$ cat config.mk
export PLATFORM = sky130hd
export DESIGN_NAME = fixed_softmax_max_sub
export DESIGN_NICKNAME = d
export VERILOG_FILES = /design/src/rtl/fixed_softmax_max_sub.sv
export SDC_FILE = /design/constraint.sdc
export NUM_CORES = 1
export LEC_CHECK = 0
export CELL_PAD_IN_SITES_DETAIL_PLACEMENT = 0
export CELL_PAD_IN_SITES_GLOBAL_PLACEMENT = 1
export CORE_MARGIN = 2
export CORE_UTILIZATION = 43
export DETAILED_ROUTE_END_ITERATION = 8
export DONT_BUFFER_PORTS = 1
export PLACE_DENSITY = 0.74
export SLEW_MARGIN = 25
export SYNTH_ARGS = -nofsm -noshare
export SYNTH_HDL_FRONTEND = slang
export SYNTH_SLANG_ARGS = --single-unit
$ cat constraint.sdc
create_clock -name clk -period 8.6 [get_ports clk]
set_clock_uncertainty 0.2 [all_clocks]
set_input_delay 0.43 -clock clk [delete_from_list [all_inputs] [get_ports clk]]
set_output_delay 0.43 -clock clk [all_outputs]
set_load 0.01 [all_outputs]
$ cat src/rtl/fixed_softmax_max_sub.sv
// Softmax max-subtraction stage: buffers one vector, tracks its signed maximum, then replays
// max - x_i left-aligned to the exponential stage's fixed-point input format.
module fixed_softmax_max_sub #(
   parameter int DATA_IN_0_PRECISION_0  = 16,
   parameter int DATA_IN_0_PRECISION_1  = 8,
   parameter int DATA_OUT_0_PRECISION_0 = 32,
   parameter int DATA_OUT_0_PRECISION_1 = 16,
   parameter int BLOCK_SIZE             = 8
) (
   input  logic                              clk,
   input  logic                              rst,
   input  logic [DATA_IN_0_PRECISION_0-1:0]  data_in_0,
   input  logic                              data_in_0_valid,
   output logic                              data_in_0_ready,
   output logic [DATA_OUT_0_PRECISION_0-1:0] data_out_0,
   output logic                              data_out_0_valid,
   input  logic                              data_out_0_ready,
   output logic                              data_out_0_last
);

   localparam int InW   = DATA_IN_0_PRECISION_0;
   localparam int OutW  = DATA_OUT_0_PRECISION_0;
   localparam int Shift = DATA_OUT_0_PRECISION_1 - DATA_IN_0_PRECISION_1;
   localparam int DiffW = InW + 1;
   localparam int WideW = DiffW + Shift;
   localparam int ExtW  = (WideW > OutW) ? WideW : OutW;
   localparam int CntW  = (BLOCK_SIZE > 1) ? $clog2(BLOCK_SIZE) : 1;
   localparam logic [CntW-1:0] CntMax = CntW'(BLOCK_SIZE - 1);

   typedef enum logic {StFill, StDrain} state_e;

   state_e                  state_q, state_d;
   logic [CntW-1:0]         cnt_q, cnt_d, cnt_inc;
   logic signed [InW-1:0]   max_q, max_d, new_max, din;
   logic signed [InW-1:0]   mem_q [BLOCK_SIZE];
   logic [OutW-1:0]         out_q, out_d;
   logic                    valid_q, valid_d;
   logic                    last_q, last_d;
   logic                    in_hs, out_hs, cnt_last;

   // Difference is taken one bit wider so max - min of the full signed range cannot wrap.
   function automatic logic [OutW-1:0] scale(input logic signed [InW-1:0] mx,
                                             input logic signed [InW-1:0] x);
      logic [DiffW-1:0] diff;
      logic [ExtW-1:0]  wide;
      diff = {mx[InW-1], mx} - {x[InW-1], x};
      wide = ExtW'(diff) << Shift;
      if (wide > ExtW'({OutW{1'b1}})) return '1;
      return wide[OutW-1:0];
   endfunction

   assign din             = $signed(data_in_0);
   assign data_in_0_ready = (state_q == StFill);
   assign in_hs           = data_in_0_valid & data_in_0_ready;
   assign out_hs          = valid_q & data_out_0_ready;
   assign cnt_last        = (cnt_q == CntMax);
   assign cnt_inc         = cnt_q + 1'b1;
   assign new_max         = ((cnt_q == '0) || (din > max_q)) ? din : max_q;

   always_comb begin
      state_d = state_q;
      cnt_d   = cnt_q;
      max_d   = max_q;
      out_d   = out_q;
      valid_d = valid_q;
      last_d  = last_q;
      unique case (state_q)
         StFill: begin
            if (in_hs) begin
               max_d = new_max;
               if (cnt_last) begin
                  // Element 0 is already buffered, so the first output can load at this edge.
                  cnt_d   = '0;
                  state_d = StDrain;
                  valid_d = 1'b1;
                  last_d  = 1'b0;
                  out_d   = scale(new_max, mem_q[0]);
               end else begin
                  cnt_d = cnt_inc;
               end
            end
         end
         StDrain: begin
            if (out_hs) begin
               if (cnt_last) begin
                  cnt_d   = '0;
                  state_d = StFill;
                  valid_d = 1'b0;
                  last_d  = 1'b0;
               end else begin
                  cnt_d  = cnt_inc;
                  out_d  = scale(max_q, mem_q[cnt_inc]);
                  last_d = (cnt_inc == CntMax);
               end
            end
         end
         default: state_d = StFill;
      endcase
   end

   always_ff @(posedge clk or negedge rst) begin
      if (!rst) begin
         state_q <= StFill;
         cnt_q   <= '0;
         max_q   <= '0;
         out_q   <= '0;
         valid_q <= 1'b0;
         last_q  <= 1'b0;
      end else begin
         state_q <= state_d;
         cnt_q   <= cnt_d;
         max_q   <= max_d;
         out_q   <= out_d;
         valid_q <= valid_d;
         last_q  <= last_d;
      end
   end

   // Buffer contents are don't-care after reset, so it carries no reset.
   always_ff @(posedge clk) begin
      if (in_hs) mem_q[cnt_q] <= din;
   end

   assign data_out_0       = out_q;
   assign data_out_0_valid = valid_q;
   assign data_out_0_last  = last_q;

endmodule
# Word-level counts from Yosys, hierarchy flattened
# Memory sizes are Yosys's and may differ from the RTL's.
# Index checks and enable logic that the tools add are counted.
dict set report totals {
  memories 1
  ramBits 128
  regBits 54
  wordCells 68
  out_inout_bits 35
}
dict set report classes {
  reduce_logical 7
  bitwise_logic 3
  magnitude_cmp 3
  n_eq_ne 7
  mux 38
  add_sub_neg 3
}
# memory words width read_ports rd_ports_with_merged_regs write_ports line
set memory_table {}
lappend memory_table {mem_q 8 16 2 0 1 35} ;# logic signed [InW-1:0] mem_q [BLOCK_SIZE];
# op n
set op_table {}
lappend op_table {{2-to-1 mux 32 bit} 8}
lappend op_table {{greater-than comparator 25 x 32 -> 1 bit, second input constant} 2}
lappend op_table {{case mux 32 bit (2 select lines)} 1}
lappend op_table {{subtractor 16 x 16 -> 17 bit} 2}
lappend op_table {{2-to-1 mux 1 bit} 21}
lappend op_table {{greater-than comparator 16 bit} 1}
lappend op_table {{2-to-1 mux 16 bit} 1}
lappend op_table {{2-to-1 mux 3 bit} 3}
lappend op_table {{!= test 2 x 1 -> 1 bit, second input constant} 4}
lappend op_table {{AND reduction 4 bit} 2}
lappend op_table {{equality test 3 bit, second input constant} 2}
lappend op_table {{case mux 1 bit (2 select lines)} 3}
lappend op_table {{case mux 3 bit (2 select lines)} 1}
lappend op_table {{AND reduction 2 bit} 2}
lappend op_table {{adder 3 x 1 -> 3 bit, second input constant} 1}
lappend op_table {{zero test 3 bit} 1}
lappend op_table {{AND reduction 3 bit} 1}
lappend op_table {{bitwise AND 1 bit} 2}
lappend op_table {{!= test 2 bit, second input constant} 1}
lappend op_table {{logical OR 1 bit} 1}
lappend op_table {{inverter 1 bit} 1}

# Logic depth before layout (Yosys ltp)
# Gate-level depths: netlist of the first run.
dict set report depth {
  word_depth 13
  mapped_depth 19
  mapped_depth_nobuf 18
}

# Least setup slack after synthesis of the first run
# Ideal clock, no wire load.
dict set report synth_path {
  path_type {flip-flop to flip-flop}
  startpoint {register cnt_q[0]}
  endpoint {register out_q[24], in the netlist data_out_0[24]}
  stages_incl_launch_ff 18
  path_buffers 4
  path_slack_ps 3604
  arrival_ps 4667
  setup_time_ps 128
  t_required_ps 8272
  period_less_slack_ps 4996
  path_cell_list {dfrtp_1 clkbuf_1 clkbuf_1 inv_1 ha_1 clkbuf_1 clkbuf_1 mux4_2 mux2_2 ha_1 fa_1 nand2b_1 a21oi_1 o2111ai_1 a211oi_1 o21ai_0 a221oi_1 o21ai_1}
}
dict set report synth_via {
  elab_chain_len 13
  word_cells_on_any_way 28
  cone_classes {add/sub (3); order compare (2); eq/ne (3); mux (16); reduce/logical (3); memory (1)}
}
# element line
set synth_rtl {}
lappend synth_rtl {{start: declaration} 33} ;# logic [CntW-1:0] cnt_q, cnt_d, cnt_inc;
lappend synth_rtl {{start signal: assignment} 111} ;# cnt_q <= cnt_d;
lappend synth_rtl {{parallel branches: the longest is 13 deep, another holds greater-than comparator 25 x 32 -> 1 bit} n/a}
lappend synth_rtl {{end signal: assignment} 113} ;# out_q <= out_d;
lappend synth_rtl {{end: declaration} 36} ;# logic [OutW-1:0] out_q, out_d;
# Several ways; the timed one is not identified. The select of a mux whose other input is x is not followed.
# A chain may end at the register's enable or synchronous reset.

# Worst setup path in the final report of the first run
# Same ends and word-level chain as after synthesis.

==> results of run 1 <==
## sequential cells by signal, summed over array words and instances, names as in the netlist
| register | flops |
|---|---|
| max_q | 16 |
| cnt_q | 3 |
| data_out_0_last | 1 |
| mem_q | 128 |
| data_out_0_valid | 1 |
| data_out_0 | 17 |
| state_q | 1 |
## layout make-up
type,count,area [µm²],area share
Inverter,41,153.9,0.01547
Sequential cell,167,4823,0.4850
Clock buffer,18,429.2,0.04315
Tap cell,270,337.8,0.03397
Clock inverter,12,141.4,0.01422
Timing Repair Buffer,30,292.8,0.02944
Multi-Input combinational cell,415,3767,0.3788
## what timing repair did
item	4_1_cts	5_1_grt
setup buffers	0	0
endpoints found under the hold margin	185	0
hold buffers	20	0
## through the flow
step / hold slack [ns] / utilization / total power, µW / cell area (µm²)
after floorplan: -0.06559 / - / 997.2 / 8934
after global routing: 0.03020 / 0.4915 / 1829 / 9946
after detailed placement: -0.06388 / 0.4524 / 1012 / 9155
after global placement: -0.06361 / 0.4524 / 1010 / 9155
after CTS: 0.005450 / 0.4914 / 1781 / 9943
final: 0.01123 / 0.4915 / 1766 / 9946
## synthesized netlist by cell type, drive strengths merged, types with 3 or more instances
library cell	n
dfrtp	39
nand3	8
clkbuf	12
nor2b	5
and3	5
o21ai	32
nor3	13
ha	54
o211ai	7
o31a	3
mux4	32
edfxtp	128
mux2i	24
xnor2	10
nand4	5
inv	41
a211oi	5
nand2b	8
a21oi	23
buf	22
o21a	11
a31oi	3
a21o	12
or3	6
xor2	6
a311oi	3
nor2	25
nand2	37
mux2	34
## per-layer routing
layer	track usage	vias to the layer above
met1	0.2815	2574
met3	0.03549	13
met2	0.2770	140
met4	0.04712	0
li1	-	2474
met5	0	-
## kinds of logic (layout without fill, tap and decap cells)
logic type               Yosys count  after routing  synth area share
multiplexers                      90             90            0.1585
adder cells (fa/ha/maj)           56             56           0.08059
AO/OA/AOI/OAI                    117            117           0.09271
other                              1             15         0.0004222
XOR/XNOR                          16             16           0.01578
buffers and inverters             75            101           0.04198
AND/OR/NAND/NOR                  121            121           0.06734
flip-flops                       167            167            0.5427
## final timing paths
check,from,endpoint,slack (ns),cells after the start
worst max-delay path,cnt_q[0],data_out_0[24],3.62,13
worst min-delay path,data_in_0_valid,data_out_0_valid,0.01,2
worst max register to register,cnt_q[0],data_out_0[24],3.62,13
max in group asynchronous,rst,cnt_q[0],7.68,2
worst min register to register,data_out_0[15],data_out_0[15],0.35,2
min in group asynchronous,rst,max_q[0],0.30,2
## power breakdown
group | switching, µW | leakage, µW | internal (µW) | total, µW
Combinational | 78.4 | 0.00203 | 64.4 | 143
Sequential | 3.31 | 0.00167 | 872 | 875
Clock | 319 | 0.000274 | 430 | 748
Total | 400 | 0.00397 | 1370 | 1770
==> results.md, run 1 <==
* Status: finished, final reports clean
* Wire length on met2 at 8.474 mm
* Main area contributors after synthesis: edfxtp_1 (43%), dfrtp_1 (11%), mux4_2 (8.1%)
* Die Height at 147.7 µm
* Post-cts gate resize count at 0
* DP HPWL at 13.24 mm
* Routed WL at 19.18 mm
* Critical Path RT at 8.71 ns
* Most used DFF post-synth: edfxtp_1
* Die footprint at 21,820 µm²
* Via Count at 5,201
* Top layer used by detailed routing: met4
* DRC Markers at 0
* Fin. Hold Viols at 0
* Synth Register Bits at 167
* Critical path's top delay family: compound AO/OA/AOI/OAI gates
* I/O pin count at 55
* Pins Over Slew Limit at 0
* Routed len/inst at 20.13 µm
* Most common cell after layout, fill and taps aside: edfxtp_1
* Max Clk Rate at 200.8 MHz
* CP cell instances: inv_1, ha_1, buf_4, mux4_2, mux2i_1, ha_1, o21ai_0, a21oi_1, o2111ai_1, a211oi_1, o21ai_0, a221oi_1, o21ai_1
* Leak at 0.003970 µW
* Seq/Total Area, Yosys at 0.5427
* Commonest cells after routing, fill and taps aside: edfxtp_1 (128), ha_1 (54), inv_1 (41)
* Cells after DPL at 903
* Least-Margin Pin Slew at 0.8933 ns
* Fraction of layout cells with a size suffix above 1 at 0.1801
* Vias in the first global route at 5,285
* Setup crit end kind: register
* Headroom to the max-slew limit at 0.4045
* Area of the core at 20,230 µm²
* Synth warn at 0
* Clock Pin Slew Worst Setup and Hold Paths at 0.07 ns
* Number of H-tree levels at 4
* Initial DRC count at 405
* Crit-path max cell delay at 0.84 ns
* Largest net degree at the start of global routing at 40
* Inserted Clock Buffers at 17
* Initial Util at 0.4389
* Setup WS pre-CTS at 3.251 ns
* Area leader, netlist: edfxtp_1
* ANT nets after route at 0
* Synthesized instance count at 643
* Final cell count without fillers at 953
* Worst skew pair latency at 0.43 ns
* WL met3 at 1.058 mm
* Chip Width at 147.7 µm
* Top cell type's share of synthesized area at 0.4328
* Syn Std Cell Area at 8881 µm²
* Setup_tns at 0 ns
* FILL cells at 1,708
* Peak supply drop at 0.1202 mV
* Maxcap violations at 0
* Tightest Hold Check Type: in -> reg
* Average cell area after synthesis at 13.81 µm²
* Max FO, Critical Path at 39
* Area added between synthesis and finish at 11.99%
* Buf/Inv on CP at 2
* CTS max path bufs at 2
* Row Count at 52
* CP max-delay cell: dfrtp_4
* Initial antenna violation count at 1
* Final Setup Violations at 0
* Root buf cell: clkbuf_16
* Drt first pass iters at 5
* CP Launch Type: register
* Wl on met1 at 9.457 mm
* CTS sink count at 167
* Total congestion overflow at 0
* Min cycle time layout at 4.979 ns
* Period utilization at 0.5789
* Synth unique cells at 65
* Setup CP Type: reg -> reg
* PD cells at 177.6 nW/µm²
* GP Congestion at 0.8512
* CTS tree: built
* Post-route setup slack at 3.621 ns
* Nets at 748
* DR vias/cell at 5.458
* Number of flops mapped to enable cells by yosys at 128
* Inserted Diodes at 0
* Ys async rst share at 0.2335
* First-pass GRT wire length at 30.67 mm
* GRT Overall Usage at 0.1860
* Port-buffer cells at 0
* RSZ-0062 raised after global routing: no
* Crit path arrival time at 5.09 ns
(Power assumes the default switching activity.)
==> run 2, diff against run 1 <==
- PLACE_DENSITY: 0.74 -> 0.76
- clock period: 8.6 -> 4.25 ns (I/O delays scaled with it)
==> results.md, run 2 (synthesized netlist as in run 1, its figures left out) <==
* Clock Pin Slew Worst Setup and Hold Paths at 0.07 ns (about the same)
* Area added between synthesis and finish at 17.40%
* Routed len/inst at 20.69 µm (+2.8%)
* Worst reg-to-reg path cell count at 20 (+7)
* ANT nets after route at 0 (unchanged)
* Total congestion overflow at 0 (unchanged)
* Drt first pass iters at 4 (-1)
* Max FO, Critical Path at 4 (-90%)
* Least-Margin Pin Slew at 0.8130 ns (-0.08030 ns)
* I/O pin count at 55 (unchanged)
* Die Height at 147.7 µm (unchanged)
* DRC Markers at 0 (unchanged)
* Status: finished, final reports clean
* Peak supply drop at 0.1957 mV (+63%)
* Inserted Clock Buffers at 17 (unchanged)
* Fraction of layout cells with a size suffix above 1 at 0.2624 (+0.08227)
* CP Launch Type: register
* DR vias/cell at 5.493 (+0.65%)
* CTS tree: built
* Worst skew pair latency at 0.43 ns (about the same)
* Port-buffer cells at 0 (unchanged)
* Crit path arrival time at 4.27 ns (-0.82 ns)
* Nets at 792 (+5.9%)
* Area of the core at 20,230 µm² (unchanged)
* CTS max path bufs at 2 (unchanged)
* Headroom to the max-slew limit at 0.4550 (+0.05058)
* Pins Over Slew Limit at 0 (unchanged)
* R2R Setup Slk at 0.07 ns (-3.55 ns)
* Setup crit end kind: register
* R2R Path End: data_out_0[22]
* Initial Util at 0.4389 (unchanged)
* Chip Width at 147.7 µm (unchanged)
* Most common cell after layout, fill and taps aside: edfxtp_1
* Die footprint at 21,820 µm² (unchanged)
* Period utilization at 0.9834 (+0.4045)
* Setup CP Type: reg -> reg
* First-pass GRT wire length at 31.71 mm (+3.4%)
* Critical Path RT at 4.34 ns (-4.37 ns)
* Fin. Hold Viols at 0 (unchanged)
* Routed WL at 20.64 mm (+7.6%)
* Setup_tns at 0 ns (unchanged)
* Post-route cell area at 10,430 µm² (+4.8%)
* Max reg flops at 128 (unchanged)
* Root buf cell: clkbuf_16
* Row Count at 52 (unchanged)
* Via Count at 5,482 (+5.4%)
* Leak at 0.004179 µW (+5.3%)
* GP Congestion at 0.8582 (+0.82%)
* DP HPWL at 13.98 mm (+5.6%)
* CTS sink count at 167 (unchanged)
* Tightest Hold Check Type: in -> async
* GRT Overall Usage at 0.1928 (+0.006789)
* Top reg by flops: mem_q
* Max Clk Rate at 239.3 MHz (+19%)
* Inserted Diodes at 0 (unchanged)
* Placed cell area at 9434 µm² (+3.0%)
* Number of H-tree levels at 4 (unchanged)
* Vias in the first global route at 5,591 (+5.8%)
* Maxcap violations at 0 (unchanged)
* Min cycle time layout at 4.179 ns (-0.7995 ns)
* Largest net degree at the start of global routing at 40 (unchanged)
* Initial antenna violation count at 1 (unchanged)
* Commonest cells after routing, fill and taps aside: edfxtp_1 (128), buf_4 (50), ha_1 (43)
* RSZ-0062 raised after global routing: yes
* Initial DRC count at 450 (+11%)
* Post-layout util at 0.5153 (+0.02374)
* PD cells at 340.9 nW/µm² (+92%)
* R2r startpoint: max_q[1]
* Final Setup Violations at 0 (unchanged)
## run 2: changes by cell type in the layout (fill, tap and decap cells not counted), moves of 5 or more
cell     delta
a21oi_1     -5
ha_4        +7
buf_4      +40
a21oi_2     +5
ha_1       -11
## run 2: power by group
part / switching, µW / internal (µW) / total (µW) / leakage, µW
combinational: 179 / 174 / 352 / 0.00226
sequential: 5.07 / 1760 / 1770 / 0.00167
clock: 623 / 809 / 1430 / 0.000252
## run 2: routing by layer
| metal | wire length, µm | vias to the layer above | track usage |
|---|---|---|---|
| li1 | - | 2561 | - |
| met1 | 9868 | 2747 | 0.2779 |
| met2 | 9399 | 151 | 0.2947 |
| met3 | 1008 | 23 | 0.04012 |
| met4 | 366 | 0 | 0.06106 |
| met5 | 0 | - | 0 |
## run 2: final cells by class
cell class                 count  area (µm²)
clock buffer                  22       444.2
clock inverter                 9       92.59
fill                        1639        9808
inverter                      41       153.9
multi-input combinational    415        3926
sequential                   167        4821
tap                          270       337.8
timing repair buffer          74       650.6
## run 2: what timing repair did
item	4_1_cts	5_1_grt
gates resized for setup	0	35
hold endpoints to repair	186	0
hold buffers	20	0
setup endpoints to repair	0	8
setup buffers	0	9
## run 2: worst max-delay path, cell delays in order (launching register included)
cell      delay (ns)
dfrtp_1         0.39
inv_2           0.09
ha_4            0.20
nor2b_1         0.12
o21ai_1         0.14
nand2b_1        0.10
a21oi_2         0.14
buf_4           0.13
o221ai_4        0.12
o21ai_4         0.24
buf_12          0.14
mux2i_2         0.20
ha_2            0.23
fa_2            0.22
nor2b_2         0.05
o31a_1          0.34
o211ai_1        0.23
nand2_1         0.13
a221oi_2        0.34
mux2i_1         0.23
a211oi_1        0.06
## run 2: how the worst max path moves through the flow
stage,startpoint,end,slack (ns),cells past startpoint
after floorplan,cnt_q[0],data_out_0[24],0.006,17
after global placement,cnt_q[0],data_out_0[24],0.05,13
after detailed placement,max_q[5],data_out_0[21],0.04,18
after CTS,cnt_q[1],data_out_0[21],0.002,13
after global routing,max_q[8],data_out_0[22],-0.15,19
final,max_q[1],data_out_0[22],0.07,20
## run 2: stage by stage
step	hold slack [ns]	std cells	power, µW	setup WS (ns)
finish	0.09464	998	3554	0.07054
floorplan	-0.2831	657	2018	0.005885
global placement	-0.2806	938	2069	0.04873
detailed placement	-0.2802	938	2074	0.04262
global route	0.1025	998	3687	-0.1451
CTS	0.07162	989	3553	0.001817
==> run 3, diff against run 2 <==
- CTS_BUF_LIST: unset -> sky130_fd_sc_hd__clkbuf_8
==> results.md, run 3 (synthesized netlist as in run 1, its figures left out) <==
* Status: finished, final reports clean
* PD cells at 307.4 nW/µm² (-9.8%)
* R2r startpoint: max_q[9]
* Max Clk Rate at 239.2 MHz (about the same)
* Critical Path RT at 4.38 ns (+0.04 ns)
* CTS tree: built
* Vias in the first global route at 5,526 (-1.2%)
* ANT nets after route at 0 (unchanged)
* DRC Markers at 0 (unchanged)
* Fraction of layout cells with a size suffix above 1 at 0.2630 (+0.0006511)
* FILL cells at 1,666 (+1.6%)
* Worst skew pair latency at 0.47 ns (+0.04 ns)
* GRT Overall Usage at 0.1909 (-0.001846)
* CTS sink count at 167 (unchanged)
* Peak supply drop at 0.1527 mV (-22%)
* Row Count at 52 (unchanged)
* Most repeated library cell on the critical path: a21o_1
* Setup CP Type: reg -> reg
* Tightest Hold Check Type: in -> reg
* Post-route cell area at 10,240 µm² (-1.7%)
* Least-Margin Pin Slew at 0.8118 ns (-0.001206 ns)
* Max reg flops at 128 (unchanged)
* Nets at 794 (+0.25%)
* Fin. Hold Viols at 0 (unchanged)
* Setup_tns at 0 ns (unchanged)
* Crit path launch: max_q[9]
* CP Launch Type: register
* First-pass GRT wire length at 31.40 mm (-0.96%)
* Chip Width at 147.7 µm (unchanged)
* Beginning of the worst hold path: data_in_0[0]
* Area added between synthesis and finish at 15.36%
* Max FO, Critical Path at 5 (+1)
* Most common cell after layout, fill and taps aside: edfxtp_1
* Routed len/inst at 20.32 µm (-1.8%)
* Buf/Inv on CP at 2 (-1)
* DP HPWL at 13.98 mm (unchanged)
* DR vias/cell at 5.501 (+0.15%)
* Via Count at 5,501 (+0.35%)
* Crit-path max cell delay at 0.39 ns (about the same)
* Number of H-tree levels at 4 (unchanged)
* Placed cell area at 9434 µm² (unchanged)
* Commonest cells after routing, fill and taps aside: edfxtp_1 (128), buf_4 (49), ha_1 (43)
* Pins Over Slew Limit at 0 (unchanged)
* Total congestion overflow at 0 (unchanged)
* CP cell instances: inv_2, ha_4, a21o_1, a21o_1, a21oi_2, o21a_1, o221ai_4, o21ai_4, buf_12, mux2i_2, ha_2, fa_2, nor2b_2, o31a_1, o211ai_1, nand2_1, a221oi_2, mux2i_1, a211oi_1
* GP Congestion at 0.8582 (unchanged)
* Critical path's top delay family: compound AO/OA/AOI/OAI gates
* Post-route setup slack at 0.06935 ns (-0.001195 ns)
* Inserted Clock Buffers at 17 (unchanged)
* Crit path arrival time at 4.31 ns (+0.04 ns)
* Headroom to the max-slew limit at 0.4558 (+0.0008080)
* Area of the multi-input gates at 3920 µm² (-0.16%)
* RSZ-0062 raised after global routing: yes
* CP max-delay cell: dfrtp_1
* Drt first pass iters at 5 (+1)
* Final cell count without fillers at 1,000 (+0.20%)
* Min cycle time layout at 4.181 ns (+0.001195 ns)
* Top reg by flops: mem_q
* CTS max path bufs at 2 (unchanged)
* Storage cell area at 4821 µm² (unchanged)
* I/O pin count at 55 (unchanged)
* Inserted Diodes at 0 (unchanged)
* Initial Util at 0.4389 (unchanged)
* Die Height at 147.7 µm (unchanged)
* Die footprint at 21,820 µm² (unchanged)
* Area of the core at 20,230 µm² (unchanged)
* Leak at 0.004118 µW (-1.5%)
* Setup WS pre-CTS at 0.04262 ns (unchanged)
* Cells after DPL at 938 (unchanged)
* Period utilization at 0.9837 (about the same)
* Setup crit end kind: register
* Initial DRC count at 524 (+16%)
* Maxcap violations at 0 (unchanged)
* Final Setup Violations at 0 (unchanged)
* Initial antenna violation count at 1 (unchanged)
* Routed WL at 20.32 mm (-1.6%)
* Clock Pin Slew Worst Setup and Hold Paths at 0.10 ns (+0.03 ns)
* Root buf cell: clkbuf_8
* Port-buffer cells at 0 (unchanged)
* Largest net degree at the start of global routing at 33 (-18%)
[run 3: changes by cell type in the layout (fill, tap and decap cells not counted), sizes merged]
cell         delta
inv             +5
dlygate4sd3     +2
clkbuf          -5
[run 3: worst reg2reg max path: cells and delay by family, from the launching register on]
kind / cells / cell delay (ns)
AOI/OAI and AO/OA: 10 / 1.97
buffers and inverters: 2 / 0.22
DFF: 1 / 0.39
and+or+nand+nor: 2 / 0.18
adders and majority gates: 3 / 0.64
muxes: 2 / 0.43
[run 3: routing by layer]
layer	global-route usage	part of all wire
met3	0.03519	0.060
met4	0.06779	0.023
met2	0.2884	0.44
met1	0.2782	0.47
met5	0	0
[run 3: layout make-up]
type | count | area share
multi-input combinational | 415 | 0.3826
timing repair buffer | 76 | 0.06510
clock buffer | 17 | 0.02284
sequential | 167 | 0.4706
clock inverter | 14 | 0.01087
tap | 270 | 0.03298
inverter | 41 | 0.01502
[run 3: where the power goes]
part	total (µW)	internal [µW]	switching, µW
registers	1770	1760	5.09
logic	351	173	177
clock network	1030	454	577
total	3150	2390	760
[run 3: repair_timing]
action,in CTS,in global routing
endpoints found under the setup margin,0,8
hold buffers,22,0
setup buffers,0,9
gates resized for setup,0,38
endpoints found under the hold margin,186,0
[run 3: final timing paths]
path                                        to  slack [ns]  cells after the start
worst max-delay path            data_out_0[22]        0.07                     19
worst min-delay path             data_out_0[8]        0.09                      4
worst max register to register  data_out_0[22]        0.07                     19
worst min register to register  data_out_0[19]        0.36                      2
max in group asynchronous             max_q[1]        2.25                      4
min in group asynchronous       data_out_0[13]        0.53                      3
[run 3: stage by stage]
step,total power [µW],hold slack (ns),util
floorplan,2018,-0.2831,-
global placement,2069,-0.2806,0.4662
finish,3150,0.08729,0.5063
global route,3272,0.09073,0.5063
detailed placement,2074,-0.2802,0.4662
CTS,3138,0.08170,0.4947
